<file path="config.mk">
export PLATFORM = sky130hd
export DESIGN_NAME = twos_inc_serial
export DESIGN_NICKNAME = d
export VERILOG_FILES = /design/src/rtl/twos_inc_serial.sv
export SDC_FILE = /design/constraint.sdc
export NUM_CORES = 1
export LEC_CHECK = 0
export CAP_MARGIN = 20
export CORE_AREA = 2 2 61 63
export DETAILED_ROUTE_END_ITERATION = 8
export DIE_AREA = 0 0 63 65
export GPL_TIMING_DRIVEN = 0
export SLEW_MARGIN = 10
export SYNTH_ARGS = -nofsm -noshare
export SYNTH_HDL_FRONTEND = slang
export SYNTH_SLANG_ARGS = --single-unit
</file>
<file path="constraint.sdc">
create_clock -name t_clk -period 1.5 [get_ports t_clk]
set_input_delay 0.3 -clock t_clk [delete_from_list [all_inputs] [get_ports t_clk]]
set_output_delay 0.3 -clock t_clk [all_outputs]
set_load 0.01 [all_outputs]
</file>
<file path="src/rtl/twos_inc_serial.sv">
// Bit-serial "+1" stage completing two's-complement negation: adds one to the
// one's-complement word LSB-first with a single carry flop, then hands off the result.
module twos_inc_serial #(
    parameter int WIDTH = 12,
    parameter int CNT_W = 4
) (
    input  logic             t_clk,
    input  logic             rst_n,
    input  logic             in_valid,
    output logic             in_ready,
    input  logic [WIDTH-1:0] in_data,
    output logic             out_valid,
    input  logic             out_ready,
    output logic [WIDTH-1:0] out_data,
    output logic             out_ovf,
    output logic             busy
);

    typedef enum logic [1:0] {
        IDLE = 2'd0,
        RUN  = 2'd1,
        DONE = 2'd2
    } state_t;

    localparam logic [CNT_W-1:0] LAST_BIT = CNT_W'(WIDTH - 1);

    state_t           state;
    logic [WIDTH-1:0] sr;
    logic             c;
    logic [CNT_W-1:0] cnt;

    // Half adder for one serial bit: {carry, sum}.
    function automatic logic [1:0] half_add(input logic b, input logic cin);
        half_add = {b & cin, b ^ cin};
    endfunction

    logic [1:0] ha;
    assign ha = half_add(sr[0], c);

    always_ff @(posedge t_clk or negedge rst_n) begin
        if (!rst_n) begin
            state     <= IDLE;
            sr        <= '0;
            c         <= 1'b0;
            cnt       <= '0;
            in_ready  <= 1'b1;
            out_valid <= 1'b0;
            busy      <= 1'b0;
        end else begin
            case (state)
                IDLE: begin
                    if (in_valid) begin
                        sr       <= in_data;
                        c        <= 1'b1;
                        cnt      <= '0;
                        state    <= RUN;
                        in_ready <= 1'b0;
                        busy     <= 1'b1;
                    end
                end
                RUN: begin
                    // Sum bit enters at the top, so after WIDTH shifts sr holds the result in order.
                    sr  <= {ha[0], sr[WIDTH-1:1]};
                    c   <= ha[1];
                    cnt <= cnt + CNT_W'(1);
                    if (cnt == LAST_BIT) begin
                        state     <= DONE;
                        busy      <= 1'b0;
                        out_valid <= 1'b1;
                    end
                end
                DONE: begin
                    // sr and c are deliberately left as-is after the handoff.
                    if (out_ready) begin
                        state     <= IDLE;
                        out_valid <= 1'b0;
                        in_ready  <= 1'b1;
                    end
                end
                default: begin
                    state     <= IDLE;
                    in_ready  <= 1'b1;
                    out_valid <= 1'b0;
                    busy      <= 1'b0;
                end
            endcase
        end
    end

    assign out_data = sr;
    assign out_ovf  = c;

endmodule

</file>
# After elaboration in Yosys (flattened, before gate mapping)
# Cells that the tools add are included.
[word_totals]
elab_cells = 44
output_inout_bits = 16
ff_bits = 22
inputBits = 16
[classes]
bitwise_logic = 5
reduce_logical = 7
eq_ne = 6
add_sub_neg = 1
n_mux = 18
[op_table]
columns = ["op", "n"]
rows = [
  ["$pmux W12 S2", 1],
  ["$mux W12", 1],
  ["$reduce_and A3 Y1", 4],
  ["$pmux W1 S3", 3],
  ["$pmux W4 S2", 1],
  ["$mux W1", 6],
  ["$mux W2", 3],
  ["$ne A2 B2 Y1 const B", 3],
  ["$pmux W2 S3", 1],
  ["$add A4 B1 Y4 const B", 1],
  ["$eq A4 B4 Y1 const B", 1],
  ["$mux W4", 1],
  ["$not A1 Y1", 3],
  ["$eq A2 B1 Y1 const B", 1],
  ["$eq A2 B2 Y1 const B", 1],
  ["$logic_not A2 Y1", 1],
  ["$pmux W1 S2", 1],
  ["$reduce_and A2 Y1", 1],
  ["$reduce_bool A2 Y1", 1],
  ["$and A1 B1 Y1", 1],
  ["$xor A1 B1 Y1", 1],
]

# Logic depth before layout (Yosys ltp)
[logic_depth]
ltp_word = 3
depth_mapped = 4

# Worst setup path after synthesis
# Ideal clock, no wire load.
[synth_path]
kind = "register -> register"
start = "reg cnt[0]"
end = "reg out_valid"
slack_ns = 0.429
setup_time_ns = 0.120
t_arrival_ns = 0.951
path_stages_with_launch = 5
n_path_buf = 0
synth_period_minus_slack_ns = 1.071
path_cell_list = "dfrtp_1 -> ha_1 -> and4b_1 -> nor2_1 -> a21oi_2"
[synth_via]
elab_chain_cells = 3
[synth_lines]
columns = ["element", "line_no", "text"]
rows = [
  ["start: declaration", "30", "logic [CNT_W-1:0] cnt;"],
  ["start signal: assignment", "65", "cnt <= cnt + CNT_W'(1);"],
  ["$eq A4 B4 Y1", "66", "if (cnt == LAST_BIT) begin"],
  ["$ne A2 B2 Y1 (no source line)", "n/a", ""],
  ["$reduce_and A3 Y1 (no source line)", "n/a", ""],
  ["end signal: assignment", "69", "out_valid <= 1'b1;"],
  ["end signal: assignment", "76", "out_valid <= 1'b0;"],
  ["end signal: assignment", "83", "out_valid <= 1'b0;"],
  ["end: declaration", "12", "output logic out_valid,"],
]
# Every way passes these cells.
# A chain may end at the register's enable or synchronous reset.

# Final worst setup path
[layout_path]
start = "reg in_ready"
end = "out in_ready"
[layout_lines]
columns = ["element", "line_no", "text"]
rows = [
  ["start: declaration", "10", "output logic in_ready,"],
  ["start signal: assignment", "46", "in_ready <= 1'b1;"],
  ["start signal: assignment", "57", "in_ready <= 1'b0;"],
  ["start signal: assignment", "77", "in_ready <= 1'b1;"],
]
# No word-level cell between the ends.

==> impl_results.md <==
- Post-synthesis sequential area ratio: about 48%
- Critical Path Source Type: flip-flop
- CP bufs+invs: 1
- Mapped Cells: about 110
- Worst setup EP type: output pin
- WP data required: 1.20 ns
- Maximum clock frequency: 0.690 GHz
- Clk buf depth: 2
- Area grow syn2layout: 44.6%
- Period utilization: about 97%
- Critical-path cell list: dlygate4sd2_1
- Reg area: between 500 and 600 µm²
- Peak VDD IR: around 0.73 mV
- Number of synthesized flops with an enable pin: 0
- Synth unique cells: 26
- Share of cells above drive strength 1: between 10% and 20%
- Final Slew Violations: 0
- Mapped Area: 1160 µm²
- Clk root buf: clkbuf_4
- Final setup fails: 0
- Fin Clk Skew: slightly below 0.01 ns
- Min cycle time layout: 1.45 ns
- Initial antenna violation count: 0
- Max incr delay on CP: 0.57 ns
- Worst path slowest cell: dfstp_2
- CTS buffer count: 3
- Rows: 22
- Worst r2r src: cnt[0]
- RSZ-0062 raised after global routing: false
- Asr flop ratio synth: 100%
- DRC Markers: 0
- Syn avg cell area: slightly above 10 µm²
- Initial DRT Pass Iterations: 4
- Hold Crit Class: in -> async
- Starting DRT DRC Count: 63
- First-pass GRT wire length: ~4.6 mm
- Top-level I/O count: 32
- Number of global-route vias before repair: ~1000
- Yosys Warn Count: 0
- Top_reg_cell synth: dfrtp_1
- Leakage Power: roughly 0.77 nW
- TritonCTS clock tree: built
- Synthesized flop and latch total: 22
- Die height: roughly 65 µm
- Die width: 63 µm
- Vias per Instance: about 4.8
- Hold_buf cts: 0
- Peak fanout along the critical path: 3
- PortBufs: 31
- Initial Utilization: about a third
- H-Tree Depth: 1
- Post-DRT Antenna Nets: 0
- Routed len/inst: 13.0 µm
- Fin. Hold Viols: 0
- Slew Limit Headroom: about three fifths
- Via Count: ~1000
- Overflow after GRT: 0
- Post-Route WL: 2.73 mm
- Clock slew at reported path FFs: roughly 0.14 ns
- Syn nets: around 130
- Antenna diodes: 0
- Total Routing Usage GR: between 10 and 15%
- Multi-input logic area: 538 µm²
- Max-cap violations: 0
- Power, Total: between 3 and 4 mW
- GPL Wtd Cong: 0.711
- Die area: approximately 4000 µm²
- Dpl hpwl: around 1.9 mm
- Status: complete, no violations
- Post-layout util: a little under half
- Worst path arrival time: roughly 1.2 ns
- Fillers: 360
- CP delay by family, top: flip-flops
- Worst-Margin Slew: roughly 0.60 ns
- Largest net degree at the start of global routing: 23
- Core Area: around 3500 µm²
- Worst skew pair latency: ~0.31 ns
- Fin nets: between 150 and 200
- Crit Path Category: reg -> out
- CTS sink count: 22
- Worst Setup SP: in_ready
- Power Dens Cells: ~1800 nW/µm²
[synthesized netlist by cell type (4+ instances only)]
| cell | n | area (µm²) |
|---|---|---|
| a22oi_1 | 12 | 90.1 |
| nor2b_1 | 11 | 68.8 |
| nand2_1 | 6 | 22.5 |
| dfrtp_1 | 21 | 526 |
| nor2_1 | 7 | 26.3 |
| o21ai_1 | 7 | 35.0 |
| o21ai_0 | 9 | 45.0 |
| a21oi_1 | 13 | 65.1 |
| buf_6 | 4 | 45.0 |
[final cells by class]
class	count	share of cell area, %
Buffer	7	3.74
Multi-Input combinational cell	83	32.2
Inverter	1	0.225
Sequential cell	22	33.0
Timing Repair Buffer	45	24.1
Clock buffer	3	1.35
Clock inverter	1	1.80
Tap cell	48	3.59
[kinds of logic after synthesis]
| logic type | after synthesis | share of synthesized area, % |
|---|---|---|
| compound gates | 46 | 25.6 |
| simple gates | 35 | 18.7 |
| flops | 22 | 47.7 |
| buf+inv | 8 | 5.74 |
| fa+ha+maj | 2 | 2.16 |
[state kept, by name (all words and copies together) (netlist names)]
| register | cells |
|---|---|
| busy | 1 |
| cnt | 4 |
| in_ready | 1 |
| out_data | 12 |
| out_ovf | 1 |
| out_valid | 1 |
| state | 2 |
[path summary, 6_finish.rpt]
path / end / slack [ns] / depth (start not counted)
min: out_ovf / 0.34 / 1
max reg2reg: out_valid / 0.33 / 4
max in group asynchronous: in_ready / 0.59 / 2
min reg2reg: cnt[0] / 0.55 / 1
min in group t_clk: cnt[0] / 0.55 / 1
max: in_ready / 0.05 / 1
[report_power, final]
group / internal, mW / switching [mW] / total (mW)
registers: 0.858 / 0.174 / 1.03
logic: 0.824 / 0.687 / 1.51
clock network: 0.270 / 0.193 / 0.463
[through the flow]
step | hold slack [ns] | TNS, ns | setup WS, ns | cell area [µm²] | instances
after floorplan | 0.00441 | 0 | 0.429 | 1160 | 113
after global placement | 0.514 | -1.68 | -0.0708 | 1530 | 192
after detailed placement | 0.521 | -2.01 | -0.0790 | 1530 | 192
after CTS | 0.553 | 0 | 0.0361 | 1660 | 209
after global routing | 0.347 | 0 | 0.00235 | 1670 | 210
final | 0.345 | 0 | 0.0509 | 1670 | 210
[placed cells by master, fill, tap and decap left out, types with 2 or more instances in the layout]
cell,n
ha_1,2
buf_2,2
nand3_1,2
nor2_1,7
nand3b_1,2
o21ai_0,9
clkbuf_4,3
o21ai_1,7
a22oi_1,12
and2b_1,2
dfrtp_1,21
nor2b_4,2
buf_4,14
nand2_1,6
dlygate4sd2_1,16
clkdlybuf4s50_1,15
buf_6,4
a21oi_1,13
nor2b_1,11
[layer usage]
metal	vias to the layer above	track usage, %	wire length [µm]
met5	-	0	0
met4	0	3.33	16
met3	2	3.30	126
met2	23	23.7	1300
met1	478	18.9	1280
li1	504	-	-
[what timing repair did]
item / CTS / global route
gates resized for setup: 16 / 0
setup buffers: 13 / 0
setup endpoints to repair: 16 / 0
Note: power is estimated with default switching activity, not from simulation.
